**config.mk**
```make
export PLATFORM = sky130hd
export DESIGN_NAME = seg_scan_flat
export DESIGN_NICKNAME = d
export VERILOG_FILES = /design/src/rtl/seg_pkg.sv /design/src/rtl/seg_scan_if.sv /design/src/rtl/seg_scan_timer.sv /design/src/rtl/seg_scan.sv /design/src/flat_wrapper.sv
export SDC_FILE = /design/constraint.sdc
export NUM_CORES = 1
export LEC_CHECK = 0
export BUFFER_PORTS_ARGS = -buffer_cell sky130_fd_sc_hd__buf_4
export CORE_ASPECT_RATIO = 1.4
export CORE_UTILIZATION = 25
export DETAILED_ROUTE_END_ITERATION = 10
export GPL_ROUTABILITY_DRIVEN = 1
export MAX_ROUTING_LAYER = met4
export SLEW_MARGIN = 5
export SYNTH_ARGS = -nofsm -noshare
export SYNTH_HDL_FRONTEND = slang
export SYNTH_SLANG_ARGS = --single-unit
```
**constraint.sdc**
```tcl
create_clock -name clk -period 3.8 [get_ports clk]
set_clock_uncertainty 0.2 [all_clocks]
set_input_delay 0.19 -clock clk [delete_from_list [all_inputs] [get_ports clk]]
set_output_delay 0.19 -clock clk [all_outputs]
set_load 0.03 [all_outputs]
```
**src/rtl/seg_pkg.sv**
```systemverilog
// Shared 7-segment glyph definitions (bit 0 = segment a ... bit 6 = segment g).
// All patterns are active-high; polarity is applied by the display driver.
package seg_pkg;

  localparam logic [6:0] GLYPH_0 = 7'h3F;
  localparam logic [6:0] GLYPH_1 = 7'h06;
  localparam logic [6:0] GLYPH_2 = 7'h5B;
  localparam logic [6:0] GLYPH_3 = 7'h4F;
  localparam logic [6:0] GLYPH_4 = 7'h66;
  localparam logic [6:0] GLYPH_5 = 7'h6D;
  localparam logic [6:0] GLYPH_6 = 7'h7D;
  localparam logic [6:0] GLYPH_7 = 7'h07;
  localparam logic [6:0] GLYPH_8 = 7'h7F;
  localparam logic [6:0] GLYPH_9 = 7'h6F;
  localparam logic [6:0] GLYPH_A = 7'h77;
  localparam logic [6:0] GLYPH_B = 7'h7C;
  localparam logic [6:0] GLYPH_C = 7'h58;
  localparam logic [6:0] GLYPH_D = 7'h5E;
  localparam logic [6:0] GLYPH_E = 7'h79;
  localparam logic [6:0] GLYPH_F = 7'h71;
  localparam logic [6:0] SEG_OFF = 7'h00;

  // Hex nibble to segment pattern: A, b, c, d, E, F for the letters.
  function automatic logic [6:0] glyph(input logic [3:0] nibble);
    logic [6:0] pat;
    pat = SEG_OFF;
    case (nibble)
      4'h0: pat = GLYPH_0;
      4'h1: pat = GLYPH_1;
      4'h2: pat = GLYPH_2;
      4'h3: pat = GLYPH_3;
      4'h4: pat = GLYPH_4;
      4'h5: pat = GLYPH_5;
      4'h6: pat = GLYPH_6;
      4'h7: pat = GLYPH_7;
      4'h8: pat = GLYPH_8;
      4'h9: pat = GLYPH_9;
      4'hA: pat = GLYPH_A;
      4'hB: pat = GLYPH_B;
      4'hC: pat = GLYPH_C;
      4'hD: pat = GLYPH_D;
      4'hE: pat = GLYPH_E;
      4'hF: pat = GLYPH_F;
      default: pat = SEG_OFF;
    endcase
    return pat;
  endfunction

endpackage

```
**src/rtl/seg_scan_if.sv**
```systemverilog
// Bundle between the value-producing logic and the scanned display driver.
// master: the logic supplying digits; slave: the display driver.
interface seg_scan_if #(
  parameter int DIGITS = 4
) ();

  logic [4*DIGITS-1:0] number;
  logic [DIGITS-1:0]   dp_in;
  logic [DIGITS-1:0]   blank;
  logic                lz_en;
  logic [6:0]          seg;
  logic                dp;
  logic [DIGITS-1:0]   an;
  logic                frame;

  modport master (
    output number, dp_in, blank, lz_en,
    input  seg, dp, an, frame
  );

  modport slave (
    input  number, dp_in, blank, lz_en,
    output seg, dp, an, frame
  );

endinterface

```
**src/rtl/seg_scan_timer.sv**
```systemverilog
// Slot timing for the scanned display: a cycle counter per digit slot and
// the digit index it advances. Flags the guard window at the start of each
// slot and the last cycle of the last slot, where shadows get captured.
module seg_scan_timer #(
  parameter int DIGITS      = 4,
  parameter int REFRESH_DIV = 100000,
  parameter int GUARD       = 2,
  localparam int CW = $clog2(REFRESH_DIV),
  localparam int IW = $clog2(DIGITS)
) (
  input  logic          clk,
  input  logic          rst_n,
  output logic [IW-1:0] idx,
  output logic          in_guard,
  output logic          frame_cap
);

  logic [CW-1:0] cnt;
  logic          slot_end;
  logic          last_digit;

  assign slot_end   = (cnt == CW'(REFRESH_DIV - 1));
  assign last_digit = (idx == IW'(DIGITS - 1));
  assign in_guard   = (cnt < CW'(GUARD));
  assign frame_cap  = slot_end && last_digit;

  // Advance the slot counter each cycle; step the digit index on slot wrap.
  always_ff @(posedge clk or negedge rst_n) begin
    if (!rst_n) begin
      cnt <= '0;
      idx <= '0;
    end else if (slot_end) begin
      cnt <= '0;
      idx <= last_digit ? '0 : idx + 1'b1;
    end else begin
      cnt <= cnt + 1'b1;
    end
  end

endmodule

```
**src/rtl/seg_scan.sv**
```systemverilog
// Time-multiplexed hex display driver. Inputs are captured into shadow
// registers once per full scan so a frame never mixes old and new values;
// the lit digit, glyph and decimal point are registered before the pins.
module seg_scan
  import seg_pkg::*;
#(
  parameter int DIGITS         = 4,
  parameter int REFRESH_DIV    = 100000,
  parameter int GUARD          = 2,
  parameter bit SEG_ACTIVE_LOW = 1'b1,
  parameter bit AN_ACTIVE_LOW  = 1'b1
) (
  input  logic     clk,
  input  logic     rst_n,
  seg_scan_if.slave bus
);

  localparam int IW = $clog2(DIGITS);
  localparam logic [6:0]        SEG_INV = SEG_ACTIVE_LOW ? 7'h7F : 7'h00;
  localparam logic              DP_INV  = SEG_ACTIVE_LOW;
  localparam logic [DIGITS-1:0] AN_INV  = AN_ACTIVE_LOW ? '1 : '0;

  logic [IW-1:0]       idx;
  logic                in_guard;
  logic                frame_cap;

  logic [4*DIGITS-1:0] sh_num;
  logic [DIGITS-1:0]   sh_dp;
  logic [DIGITS-1:0]   sh_blank;
  logic                sh_lz;

  logic [3:0]          nib [DIGITS];
  logic [DIGITS-1:0]   suppress;
  logic                tail_zero;
  logic                lit;
  logic [DIGITS-1:0]   an_nx;
  logic [6:0]          seg_nx;
  logic                dp_nx;

  seg_scan_timer #(
    .DIGITS      (DIGITS),
    .REFRESH_DIV (REFRESH_DIV),
    .GUARD       (GUARD)
  ) u_timer (
    .clk       (clk),
    .rst_n     (rst_n),
    .idx       (idx),
    .in_guard  (in_guard),
    .frame_cap (frame_cap)
  );

  for (genvar g = 0; g < DIGITS; g++) begin : g_nib
    assign nib[g] = sh_num[4*g +: 4];
  end

  // Capture all display inputs together at the end of each full scan.
  always_ff @(posedge clk or negedge rst_n) begin
    if (!rst_n) begin
      sh_num   <= '0;
      sh_dp    <= '0;
      sh_blank <= '1;
      sh_lz    <= 1'b0;
    end else if (frame_cap) begin
      sh_num   <= bus.number;
      sh_dp    <= bus.dp_in;
      sh_blank <= bus.blank;
      sh_lz    <= bus.lz_en;
    end
  end

  // A digit is a leading zero when it and every digit above it are 0 without dp.
  always_comb begin
    suppress  = '0;
    tail_zero = 1'b1;
    for (int i = DIGITS - 1; i >= 0; i--) begin
      tail_zero = tail_zero && (nib[i] == 4'h0) && !sh_dp[i];
      if (i > 0) suppress[i] = sh_lz && tail_zero;
    end
  end

  // Select what the current slot shows; dark during guard, blank or suppression.
  always_comb begin
    lit    = !in_guard && !sh_blank[idx] && !suppress[idx];
    an_nx  = '0;
    seg_nx = SEG_OFF;
    dp_nx  = 1'b0;
    if (lit) begin
      an_nx[idx] = 1'b1;
      seg_nx     = glyph(nib[idx]);
      dp_nx      = sh_dp[idx];
    end
  end

  // Register the pin levels with board polarity and emit the capture pulse.
  always_ff @(posedge clk or negedge rst_n) begin
    if (!rst_n) begin
      bus.seg   <= SEG_INV;
      bus.dp    <= DP_INV;
      bus.an    <= AN_INV;
      bus.frame <= 1'b0;
    end else begin
      bus.seg   <= seg_nx ^ SEG_INV;
      bus.dp    <= dp_nx ^ DP_INV;
      bus.an    <= an_nx ^ AN_INV;
      bus.frame <= frame_cap;
    end
  end

endmodule

```
**src/flat_wrapper.sv**
```systemverilog
// flat-port wrapper written by rule: the top's interface ports become plain ports
module seg_scan_flat import seg_pkg::*;
#(
  parameter int DIGITS         = 4,
  parameter int REFRESH_DIV    = 100000,
  parameter int GUARD          = 2,
  parameter bit SEG_ACTIVE_LOW = 1'b1,
  parameter bit AN_ACTIVE_LOW  = 1'b1
)
  (clk, rst_n, bus_number, bus_dp_in, bus_blank, bus_lz_en, bus_seg, bus_dp, bus_an, bus_frame);
  seg_scan_if #(.DIGITS(DIGITS)) bus_i ();
  input  logic clk;
  input  logic rst_n;
  input wire logic [$bits(bus_i.number)-1:0] bus_number;
  input wire logic [$bits(bus_i.dp_in)-1:0] bus_dp_in;
  input wire logic [$bits(bus_i.blank)-1:0] bus_blank;
  input wire logic [$bits(bus_i.lz_en)-1:0] bus_lz_en;
  output wire logic [$bits(bus_i.seg)-1:0] bus_seg;
  output wire logic [$bits(bus_i.dp)-1:0] bus_dp;
  output wire logic [$bits(bus_i.an)-1:0] bus_an;
  output wire logic [$bits(bus_i.frame)-1:0] bus_frame;
  assign bus_i.number = bus_number;
  assign bus_i.dp_in = bus_dp_in;
  assign bus_i.blank = bus_blank;
  assign bus_i.lz_en = bus_lz_en;
  assign bus_seg = bus_i.seg;
  assign bus_dp = bus_i.dp;
  assign bus_an = bus_i.an;
  assign bus_frame = bus_i.frame;
  seg_scan #(.DIGITS(DIGITS), .REFRESH_DIV(REFRESH_DIV), .GUARD(GUARD), .SEG_ACTIVE_LOW(SEG_ACTIVE_LOW), .AN_ACTIVE_LOW(AN_ACTIVE_LOW)) u_core (.clk(clk), .rst_n(rst_n), .bus(bus_i));
endmodule
```
* Word-level counts from Yosys, hierarchy flattened
Memory sizes are Yosys's and may differ from the RTL's.
Cells that the tools add are included.
W data, S select, Z words.
** Word-level totals
- Register bits :: 57
- ROM bits :: 112
- Input port bits :: 27
- Output and inout port bits :: 13
- Logic and storage cells :: 60
- Memories kept :: 1
** Cells by class
- $add $sub $neg :: 2
- $lt $le $gt $ge :: 4
- Equal/unequal tests :: 2
- Multiplexer cells :: 16
- Bitwise gates (word level) :: 4
- Reduce and logical (&&, ||, !) cells :: 21
** Memory list
- (name not given) :: words 16, width 7, rd ports 1, clocked after memory_dff 0, wr ports 0, RTL line seg_pkg.sv:27 : case (nibble)
** Operator list (count)
- $add A17 B1 Y17 const B :: 1
- $eq A17 B17 Y1 const B :: 1
- $lt A17 B2 Y1 const B :: 1
- $mux W17 :: 1
- $logic_and A1 B1 Y1 :: 12
- $logic_not A4 Y1 :: 3
- $mux W4 :: 3
- $bmux W4 S2 :: 1
- $mux W7 :: 1
- $not A7 Y7 :: 1
- $bmux W1 S2 :: 3
- $logic_not A1 Y1 :: 6
- $mux W1 :: 5
- $not A4 Y4 :: 1
- $ge A3 B3 Y1 const B :: 1
- $lt A2 B3 Y1 const B :: 1
- $not A2 Y3 :: 1
- $add A2 B1 Y2 const B :: 1
- $demux W1 S2 :: 1
- $eq A2 B2 Y1 const B :: 1
- $ge A2 B1 Y1 const B :: 1
- $mux W2 :: 1
- $not A1 Y1 :: 1

* Logic depth before layout (Yosys ltp)
Gate-level depths: netlist of run 1.
- Word-level depth :: 13
- Gate-level depth with buffers :: 8
- Depth with buffers taken out :: 7

* Modules after synthesis
From an unflattened synthesis of run 1, not the netlist that was laid out.
** Second synthesis, totals
- Cells, all modules :: 214
- Area total of the unflattened synthesis :: 2767.7 µm²
** Modules (own cells, without submodules)
- seg_scan :: instances 1, cells each 128, area each 1849.3 µm², seq. area each 970.9 µm²
- seg_scan_timer :: instances 1, cells each 86, area each 918.4 µm², seq. area each 475.5 µm²

* Least setup slack after synthesis of run 1
No wires, ideal clock.
- Path type :: register -> register
- Start :: register u_core.u_timer.idx[0]
- End :: register u_core.bus.seg[3]
- Arrival :: 2.016 ns
- Data required time :: 3.516 ns
- Setup slack :: 1.500 ns
- Cell stages (with the launch flop) :: 8
- Clock period less this slack :: 2.300 ns
- Cells stage by stage :: dfrtp_1 > buf_2 > mux4_2 > inv_1 > ha_1 > inv_1 > mux4_2 > nand2b_1
** Between the ends
- Cells in the longest elaborated chain, start to end :: 7
- Elaborated cells between the ends (all ways) :: 15
- Those cells by class :: 8 x mux; 2 x bitwise; 4 x reduce/logical; 1 x memory
** RTL lines
- start, declared :: RTL line seg_scan_timer.sv:13 : output logic [IW-1:0] idx,
- start signal, assigned :: RTL line seg_scan_timer.sv:34 : idx <= last_digit ? '0 : idx + 1'b1;
- $not A2 Y3 (not written as such) or $bmux W1 S2 (tied branches) :: RTL line seg_scan.sv:89, seg_scan.sv:83
- $bmux W4 S2 or $mux W1 (tied branches) :: RTL line seg_scan.sv:89, seg_scan.sv:83
- $mux W4 (not written as such) or $logic_not A1 Y1 (tied branches) :: RTL line seg_scan.sv:89, seg_scan.sv:83
- $mux W4 (not written as such) or $logic_and A1 B1 Y1 (tied branches) :: RTL line seg_scan.sv:89, seg_scan.sv:83
- $mem_v2 Z16 W7 or $logic_and A1 B1 Y1 (tied branches)
- $mux W7 * :: RTL line seg_scan.sv:87 : if (lit) begin
- $not A7 Y7 (no source line) *
- end signal, assigned :: RTL line seg_scan.sv:102 : bus.seg <= seg_nx ^ SEG_INV;
- end, declared :: RTL line seg_scan_if.sv:23 : output seg, dp, an, frame
Every way passes the cells marked *; elsewhere a longest branch is shown, timed or not. The select of a mux whose other input is x is not followed.
A chain may end at the register's enable or synchronous reset.

* Worst setup path after layout of run 1
Ends and elaborated chain as after synthesis.

==> results of run 1 <==
[power by group]
part / switching, mW / total (mW) / internal (mW)
combinational: 0.0582 / 0.133 / 0.0750
sequential: 0.0125 / 0.648 / 0.636
clock: 0.250 / 0.705 / 0.455
[cells by family after synthesis]
family,count (synthesis),synth area share [%]
adder cells (fa/ha/maj),10,4.466
AND/OR/NAND/NOR,67,13.31
XOR/XNOR,14,4.377
AO/OA/AOI/OAI,14,3.350
multiplexers,36,19.79
buffers and inverters,18,3.082
flip-flops,57,51.63
[through the flow]
| stage | cells | util, % | power, mW | hold WS, ns |
|---|---|---|---|---|
| 2_1_floorplan | 216 | - | 0.7151 | -0.3056 |
| 3_3_place_gp | 388 | 29.72 | 0.7679 | 0.07751 |
| 3_5_place_dp | 388 | 29.72 | 0.7717 | 0.08673 |
| 4_1_cts | 430 | 34.58 | 1.511 | 0.2838 |
| 5_1_grt | 430 | 34.58 | 1.554 | 0.2935 |
| 6_report | 430 | 34.58 | 1.487 | 0.2684 |
[flip-flops by register name, summed over array words and instances (netlist names)]
register	count
u_core.u_timer.cnt	17
u_core.sh_dp	4
u_core.bus.frame	1
u_core.bus.seg	7
u_core.u_timer.idx	2
u_core.sh_blank	4
u_core.sh_lz	1
u_core.bus.dp	1
u_core.bus.an	4
u_core.sh_num	16
[worst max-delay path by stage]
| stage | slack (ns) | end | startpoint | cells after the start |
|---|---|---|---|---|
| after floorplan | 1.50 | u_core.bus.seg[3]$_DFF_PN1_ | u_core.u_timer.idx[0]$_DFFE_PN0N_ | 7 |
| after global placement | 1.29 | u_core.bus.seg[3]$_DFF_PN1_ | u_core.u_timer.idx[0]$_DFFE_PN0N_ | 6 |
| after detailed placement | 1.25 | u_core.bus.seg[3]$_DFF_PN1_ | u_core.u_timer.idx[0]$_DFFE_PN0N_ | 6 |
| after CTS | 1.24 | u_core.bus.seg[3]$_DFF_PN1_ | u_core.u_timer.idx[0]$_DFFE_PN0N_ | 6 |
| after global routing | 1.09 | u_core.bus.seg[3]$_DFF_PN1_ | u_core.u_timer.idx[0]$_DFFE_PN0N_ | 6 |
| final | 1.27 | u_core.bus.seg[3]$_DFF_PN1_ | u_core.u_timer.idx[0]$_DFFE_PN0N_ | 6 |
[metal layers]
metal  routed length [um]  up-vias
met2                 2681       39
met1                 2391      903
met5                    0        -
met4                  154        0
li1                     -      899
met3                  219       10
[worst max-delay path, delay by kind of cell, from the launching register on]
| kind | cells | cell delay [ns] |
|---|---|---|
| AND/OR/NAND/NOR | 1 | 0.15 |
| multiplexers | 2 | 1.08 |
| adder cells (fa/ha/maj) | 1 | 0.16 |
| buffers and inverters | 2 | 0.19 |
| flip-flops | 1 | 0.66 |
[area by class of cell]
cell class,count,share of cell area (%)
repair buffers,67,15.12
inverters,8,0.7992
flip-flops and latches,57,38.49
clock buffers,13,6.660
clock inverters,3,0.4662
multi-input cells,141,33.77
well taps,141,4.695
[layout by cell type (no fill, tap or decap), types with 2 or more instances in the layout]
cell	instances
a21oi_1	2
clkinv_2	2
clkbuf_1	3
mux2i_1	4
nand4_1	5
clkbuf_16	9
mux2_2	5
inv_1	8
buf_4	41
xor2_1	5
o211ai_1	2
nor4b_1	2
xnor2_1	9
nor2_1	16
nand3_1	7
ha_1	10
o221ai_1	2
nand2b_1	2
mux4_2	7
nor2b_1	3
dlygate4sd3_1	26
and4_1	2
nand2_1	13
o21ai_0	4
and3_1	5
nor3_1	4
mux2_4	20
dfrtp_1	41
dfstp_2	16
[timing repair]
action	CTS	global route
hold buffers	26	0
endpoints found under the hold margin	66	0
resized for setup	0	0
==> metrics.md, run 1 <==
| Metric | Value |
|---|---|
| M1 GR Usage | 12.31% |
| CORE AREA | 10870 um^2 |
| Clock slew seen by the registers of the worst setup and hold paths | 0.05 ns |
| Lkg Pwr | 1.685 nW |
| P per Cell Area | 395.7 nW/um^2 |
| Most common cell in the netlist | dfrtp_1 |
| I/O pins | 40 |
| Post-Syn Instances | 216 |
| DPL Wire Length | 3.882 mm |
| Synth Area per Inst | 12.97 um^2 |
| CTS tree | done |
| Register area | 1446 um^2 |
| Fin. max-slew vios | 0 |
| 1st-pass router iterations | 4 |
| Max Cap Viol | 0 |
| Via count | 1851 |
| Initial drt markers | 74 |
| Startpoint types | flip-flop |
| Peak VDD IR | 0.2052 mV |
| Async set-or-reset flop fraction in the synthesized netlist | 100.0% |
| Slew headroom | 53.16% |
| Worst Path Required | 3.84 ns |
| Reg-to-Reg Start | u_core.u_timer.idx[0]$_DFFE_PN0N_ |
| Met2 usage | 16.85% |
| Final WL | 5.447 mm |
| Final hold viol count | 0 |
| Worst setup EP type | flip-flop |
| Die ar. | 11640 um^2 |
| Slowest cell on crit path | dfrtp_1 |
| FF-to-FF setup slack | 1.27 ns |
| Setup tns final | 0 ns |
| List of most frequent post-synthesis cells | dfrtp_1, mux2_4, dfstp_2, nor2_1, nand2_1 |
| Core Rows | 45 |
| Post-synth EDFFs | 0 |
| Total gr overflow | 0 |
| Vias in the first global route | 1903 |
| RSZ-0062 raised after global routing | false |
| Drc violations | 0 |
| Synth-to-Final Area Change | 34.12% |
| Root Driver | clkbuf_16 |
| Design Area, Final | 3757 um^2 |
| Number of routed nets with antenna violations | 0 |
| Crit path kind | flip-flop to flip-flop |
| Top cells by area, synth | dfrtp_1, dfstp_2, mux2_4 |
| Post-layout nets | 321 |
| Num CTS Buffers | 9 |
| Worst-path cell chain | mux4_2 > inv_1 > ha_1 > inv_1 > mux4_2 > nand2b_1 |
| Post-DP Area | 3229 um^2 |
| Main synth FF type | dfrtp_1 |
| Leading area contributor after synthesis | dfrtp_1 |
| Final worst slack | 1.268 ns |
| Worst Reg-to-Reg Cells | 6 |
| Pre-CTS setup slack | 1.251 ns |
| Die Ht | 127.3 um |
| Slew @ Worst Pin | 0.7026 ns |
| Seq/Total Area, Yosys | 51.63% |
| Clk buf depth | 2 |
| Netlist Area Pre-Place | 2801 um^2 |
| Die X-Extent | 91.47 um |
| Syn nets | 253 |
| Largest stage delay on the critical path | 0.66 ns |
| First-pass GRT wire length | 9.363 mm |
| Final min period | 2.532 ns |
| Pin count of the biggest net entering global routing | 58 |
| Wire per inst | 12.67 um |
| FILL cells | 1070 |
| Fin crit share | 66.62% |
| Gr usage total | 10.69% |
| Cell variety after synth | 39 |
| I/O Buffers | 39 |
| Worst flop-to-flop path endpoint | u_core.bus.seg[3]$_DFF_PN1_ |
| Multi-input gate area | 1269 um^2 |
| Gpl congestion | 0.8025 |
| Post-DR vias/cell | 4.305 |
| CP Data Arrival Time | 2.58 ns |
| H-tree depth | 3 |
| Layout cells sized above 1 | 37.02% |
| Fmax | 395.0 MHz |
| Flops & latches, synth | 57 |
| # diodes | 0 |
| Clk sinks | 57 |
| Layer with the highest usage | met2 |
| Synth top area share | 36.62% |
| Postcts setup bufs | 0 |
| Max Fanout on Critical Path | 12 |
| Ys Warns | 0 |
| Initial antenna violation count | 0 |
| GR Layer Usage met3 | 2.619% |
| Starting Density | 25.78% |
| Final setup vio count | 0 |
| Outcome | completed |
| Path type of the worst min-delay path | primary input to asynchronous set/reset pin |
| Clk Latency, worst-skew pair | 0.32 ns |
No activity file was read; power rests on OpenSTA's default activity.
==> run 2, diff against run 1 <==
- clock period: 3.8 -> 2.3 ns (I/O delays scaled with it)
==> run 2 against run 1 <==
  * Setup slack worse by 1.2 ns
  * Count of clock-buffer cells in the layout fell by 1
  * Via count is 5.9% higher
  * Power increased by 94%
  * Die area stayed put
  * Largest power group unchanged
==> metrics.md, run 2 (same netlist as run 1, synthesis figures left out) <==
| Metric | Value |
|---|---|
| CTS tree | done |
| Max Cap Viol | 0 |
| Worst hold slack | 0.1951 ns |
| Lkg Pwr | 1.822 nW |
| RSZ-0062 raised after global routing | false |
| Total gr overflow | 0 |
| Final min period | 2.205 ns |
| Final worst slack | 0.09510 ns |
| Worst setup EP type | flip-flop |
| Worst-path cell chain | ha_2 > and4_4 > nand3_2 > nor4_4 > nand2_4 > buf_12 > mux2_4 |
| Core Rows | 45 |
| Via count | 1961 |
| Die ar. | 11640 um^2 |
| Die X-Extent | 91.47 um |
| I/O pins | 40 |
| Outcome | completed |
| Starting Density | 25.78% |
| Final WL | 5.942 mm |
| First-pass GRT wire length | 10.05 mm |
| Max Fanout on Critical Path | 25 |
| Commonest non-fill, non-tap cell in the layout | buf_4 |
| FILL cells | 1062 |
| Pin count of the biggest net entering global routing | 58 |
| Net switching power | 0.5544 mW |
| Crit path kind | flip-flop to flip-flop |
| Final hold viol count | 0 |
| Fin. max-slew vios | 0 |
| CP Data Arrival Time | 2.20 ns |
| Most frequent cells in the layout | buf_4, dfrtp_1, dlygate4sd3_1, mux2_4 |
| Kind of cell adding the most delay to the critical path | simple AND/OR/NAND/NOR gates |
| Root Driver | clkbuf_16 |
| Worst Path Required | 2.30 ns |
| Fmax | 453.5 MHz |
| Die Ht | 127.3 um |
| Internal | 2.326 mW |
| H-tree depth | 3 |
| Clk Latency, worst-skew pair | 0.32 ns |
| Largest stage delay on the critical path | 0.37 ns |
| Final setup vio count | 0 |
| Peak VDD IR | 0.3227 mV |
| Clk sinks | 57 |
| Gate power share | 7.9% |
| Clock slew seen by the registers of the worst setup and hold paths | 0.05 ns |
| Switching fraction of total power | 19.25% |
| Startpoint types | flip-flop |
| Setup tns final | 0 ns |
| Post-DR vias/cell | 4.387 |
| Synth-to-Final Area Change | 42.74% |
| Gr usage total | 11.53% |
| Number of routed nets with antenna violations | 0 |
| Wire per inst | 13.29 um |
| P per Cell Area | 720.2 nW/um^2 |
| Cells after DPL | 402 |
| CORE AREA | 10870 um^2 |
| DPL Wire Length | 4.052 mm |
| Gpl congestion | 0.7560 |
| Clk buf depth | 2 |
| Sequential Power Share | 37.2% |
| Drc violations | 0 |
| Clock share of power | 54.8% |
| Biggest register | u_core.u_timer.cnt |
| Pre-CTS setup slack | 0.08965 ns |
| Initial drt markers | 72 |
| Path type of the worst min-delay path | primary input to asynchronous set/reset pin |
| CP Buf/Inv Count | 1 |
| Vias in the first global route | 2123 |
| Slowest cell on crit path | dfrtp_1 |
| Post-layout nets | 338 |
| Slew @ Worst Pin | 0.7160 ns |
| Slew headroom | 52.27% |
| 1st-pass router iterations | 4 |
| I/O Buffers | 39 |
| # diodes | 0 |
| Num CTS Buffers | 9 |
| Fin crit share | 95.87% |
| Max FFs per register | 17 |
| Layout cells sized above 1 | 42.16% |
| Non-filler cells, final | 447 |
| Initial antenna violation count | 0 |
| Biggest registers after layout | u_core.u_timer.cnt x17, u_core.sh_num x16, u_core.bus.seg x7 |
run 2: cell types whose count changed in the layout (fill, tap and decap cells not counted), sizes merged:
cell / change
clkinv: -2
bufinv: +3
buf: +17
clkbuf: -1
run 2: layout make-up:
type / count / area (um^2) / share of cell area [%]
clock buffers: 12 / 266.5 / 6.665
clock inverters: 4 / 97.59 / 2.441
inverters: 8 / 30.03 / 0.7509
multi-input cells: 141 / 1274 / 31.85
flip-flops and latches: 57 / 1446 / 36.17
well taps: 141 / 176.4 / 4.412
repair buffers: 84 / 708.2 / 17.71
run 2: power by group through the flow:
stage                     clock, mW  combinational, mW  sequential, mW
after floorplan                   0             0.0770            1.10
after global placement            0              0.191            1.09
after detailed placement          0              0.197            1.09
after CTS                      1.61              0.232            1.07
after global routing           1.66              0.248            1.08
final                          1.58              0.229            1.07
run 2: worst reg2reg max path: stages, from the launching register on:
cell and delay (ns):
dfrtp_1 0.37, ha_2 0.21, and4_4 0.24, nand3_2 0.12, nor4_4 0.35, nand2_4 0.08, buf_12 0.18, mux2_4 0.33
run 2: routing by layer:
layer	wire, um	up-vias	GRT usage (%)
li1	-	932	-
met1	2606	981	13.48
met2	2963	37	18.27
met3	207	11	2.619
met4	164	0	6.443
met5	0	-	-
run 2: path summary, 6_finish.rpt:
path / cells after the start / from / slack [ns] / endpoint
setup / recovery: 7 / u_core.u_timer.cnt[0]$_DFF_PN0_ / 0.1 / u_core.sh_num[13]$_DFFE_PN0P_
hold / removal: 2 / rst_n / 0.20 / u_core.u_timer.cnt[7]$_DFF_PN0_
setup reg to reg: 7 / u_core.u_timer.cnt[0]$_DFF_PN0_ / 0.1 / u_core.sh_num[13]$_DFFE_PN0P_
hold reg to reg: 1 / u_core.u_timer.cnt[0]$_DFF_PN0_ / 0.27 / u_core.u_timer.cnt[0]$_DFF_PN0_
max in group asynchronous: 2 / rst_n / 1.22 / u_core.sh_num[2]$_DFFE_PN0P_
min in group clk: 1 / u_core.u_timer.cnt[0]$_DFF_PN0_ / 0.27 / u_core.u_timer.cnt[0]$_DFF_PN0_
run 2: through the flow:
stage               power (mW)  cell area, um^2  util, %
detailed placement       1.284             3347    30.80
global placement         1.278             3347    30.80
floorplan                1.182             2801        -
CTS                      2.915             3971    36.55
finish                   2.880             3999    36.80
global route             2.978             3999    36.80
run 2: repair_timing:
action                     CTS  global route
hold endpoints to repair    66             0
gates resized for setup      0             2
hold buffers                26             0
buffers inserted             0             3
setup endpoints to repair    0            20
==> run 3, diff against run 2 <==
- clock period: 2.3 -> 2.5 ns (I/O delays scaled with it)
==> run 3 against run 2 <==
  * Power fell by 22%
  * Critical endpoint is now u_core.sh_num[8]$_DFFE_PN0P_
  * Highest routed layer unchanged
  * Clock power fell by 32%
  * Final cell count fell by 3.6%
  * First-iteration DRC count rose by 15%
  * Critical path depth fell by 3
  * Routed wire length fell by 6.3%
  * Global-route usage fell by 0.47 points
  * Register-to-register slack barely moved
  * Flip-flop and latch count did not move
  * Core utilization fell by 2.2 points
  * Setup slack improved by 0.012 ns
==> metrics.md, run 3 (same netlist as run 1, synthesis figures left out) <==
| Metric | Value |
|---|---|
| Slew headroom | 52.80% |
| Commonest non-fill, non-tap cell in the layout | buf_4 |
| Starting Density | 25.78% |
| DPL Wire Length | 3.796 mm |
| Path type of the worst min-delay path | primary input to asynchronous set/reset pin |
| Outcome | completed |
| RSZ-0062 raised after global routing | false |
| Slew @ Worst Pin | 0.7080 ns |
| Final WL | 5.570 mm |
| Most frequent cells in the layout | buf_4, dfrtp_1, dlygate4sd3_1, mux2_4 |
| Fmax | 417.8 MHz |
| Crit path kind | flip-flop to flip-flop |
| Setup tns final | 0 ns |
| Initial antenna violation count | 0 |
| Largest stage delay on the critical path | 0.59 ns |
| Met1 wire length | 2.495 mm |
| Uppermost routed layer | met4 |
| Slowest cell on crit path | or4_4 |
| Worst setup EP type | flip-flop |
| Gpl congestion | 0.7469 |
| Wire per inst | 12.92 um |
| Post-layout nets | 323 |
| Root Driver | clkbuf_16 |
| I/O pins | 40 |
| Pin count of the biggest net entering global routing | 58 |
| Clk sinks | 57 |
| Metal2 WL | 2.609 mm |
| Initial drt markers | 83 |
| Max Cap Viol | 0 |
| Clk buf depth | 2 |
| H-tree depth | 3 |
| 1st-pass router iterations | 4 |
| Total power | 2.255 mW |
| Total gr overflow | 0 |
| Postcts setup bufs | 0 |
| Core Rows | 45 |
| Peak VDD IR | 0.3303 mV |
| Clock slew seen by the registers of the worst setup and hold paths | 0.05 ns |
| # diodes | 0 |
| Post-DR vias/cell | 4.332 |
| Drc violations | 0 |
| Metal3 WL | 227 um |
| Startpoint types | flip-flop |
| Via count | 1867 |
| Final setup vio count | 0 |
| P per Cell Area | 599.1 nW/um^2 |
| Die Ht | 127.3 um |
| Fin. max-slew vios | 0 |
| Gr usage total | 11.06% |
| Max Fanout on Critical Path | 25 |
| Synth-to-Final Area Change | 34.35% |
| FILL cells | 1061 |
| Die ar. | 11640 um^2 |
| First-pass GRT wire length | 9.453 mm |
| CP Data Arrival Time | 2.40 ns |
| Biggest register | u_core.u_timer.cnt |
| Final hold viol count | 0 |
| CORE AREA | 10870 um^2 |
| Clk Latency, worst-skew pair | 0.33 ns |
| Pre-CTS setup slack | 0.1170 ns |
| Layout cells sized above 1 | 36.90% |
| FF-to-FF setup slack | 0.11 ns |
| Die X-Extent | 91.47 um |
| Worst-path cell chain | or4_4 > nor4_4 > nand2_4 > mux2_4 |
| Worst Path Required | 2.50 ns |
| Fin crit share | 95.73% |
| Biggest registers after layout | u_core.u_timer.cnt x17, u_core.sh_num x16, u_core.bus.seg x7 |
| Vias in the first global route | 1927 |
| CP Buf/Inv Count | 0 |
| CTS tree | done |
| Max FFs per register | 17 |
| Num CTS Buffers | 9 |
| Kind of cell adding the most delay to the critical path | simple AND/OR/NAND/NOR gates |
| Final min period | 2.393 ns |
| Number of routed nets with antenna violations | 0 |
| I/O Buffers | 39 |
| Final worst slack | 0.1068 ns |
| Lkg Pwr | 1.693 nW |
run 3: cell count changes in the layout (fill, tap and decap cells not counted), sizes merged:
cell      delta
buf         -15
bufinv       -3
clkinv       +1
clkbuf       +2
clkinvlp     -1
run 3: power by group:
part	switching (mW)	internal [mW]	total (mW)	leakage, nW
clock network	0.379	0.688	1.07	0.127
registers	0.0195	0.967	0.986	0.678
logic	0.0874	0.114	0.201	0.888
run 3: final timing paths:
check / from / to / cells after the start
max in group asynchronous: rst_n / u_core.sh_num[10]$_DFFE_PN0P_ / 2
hold / removal: rst_n / u_core.u_timer.cnt[6]$_DFF_PN0_ / 2
hold reg to reg: u_core.u_timer.cnt[13]$_DFF_PN0_ / u_core.u_timer.cnt[13]$_DFF_PN0_ / 1
setup / recovery: u_core.u_timer.cnt[11]$_DFF_PN0_ / u_core.sh_num[8]$_DFFE_PN0P_ / 4
setup reg to reg: u_core.u_timer.cnt[11]$_DFF_PN0_ / u_core.sh_num[8]$_DFFE_PN0P_ / 4
min in group clk: u_core.u_timer.cnt[13]$_DFF_PN0_ / u_core.u_timer.cnt[13]$_DFF_PN0_ / 1
run 3: cell type report:
type	instances	area [um^2]	area share, %
clock buffers	14	254.0	6.749
repair buffers	69	583.1	15.49
clock inverters	1	5.005	0.1330
inverters	8	30.03	0.7979
flip-flops and latches	57	1446	38.43
multi-input cells	141	1269	33.71
well taps	141	176.4	4.687
run 3: per-stage QoR:
step,hold WS (ns),cells,instance area [um^2],utilization [%]
after floorplan,-0.3706,216,2801,-
after CTS,0.2291,431,3764,34.63
after global placement,0.01299,390,3244,29.86
final,0.1901,431,3764,34.63
after detailed placement,0.02067,390,3244,29.86
after global routing,0.2576,431,3764,34.63
run 3: layer usage:
| metal | up-vias | track usage, % |
|---|---|---|
| met1 | 904 | 13.11 |
| met2 | 42 | 16.19 |
| met4 | 0 | 7.470 |
| li1 | 905 | - |
| met3 | 16 | 3.214 |
| met5 | - | - |
run 3: worst reg2reg max path, cell delays in order, from the launching register on:
cell     delay [ns]
dfrtp_1        0.41
or4_4          0.59
nor4_4         0.35
nand2_4        0.31
mux2_4         0.42
run 3: what timing repair did:
item                      CTS  global route
resized for setup           0             0
hold endpoints to repair   66             0
hold buffers               26             0
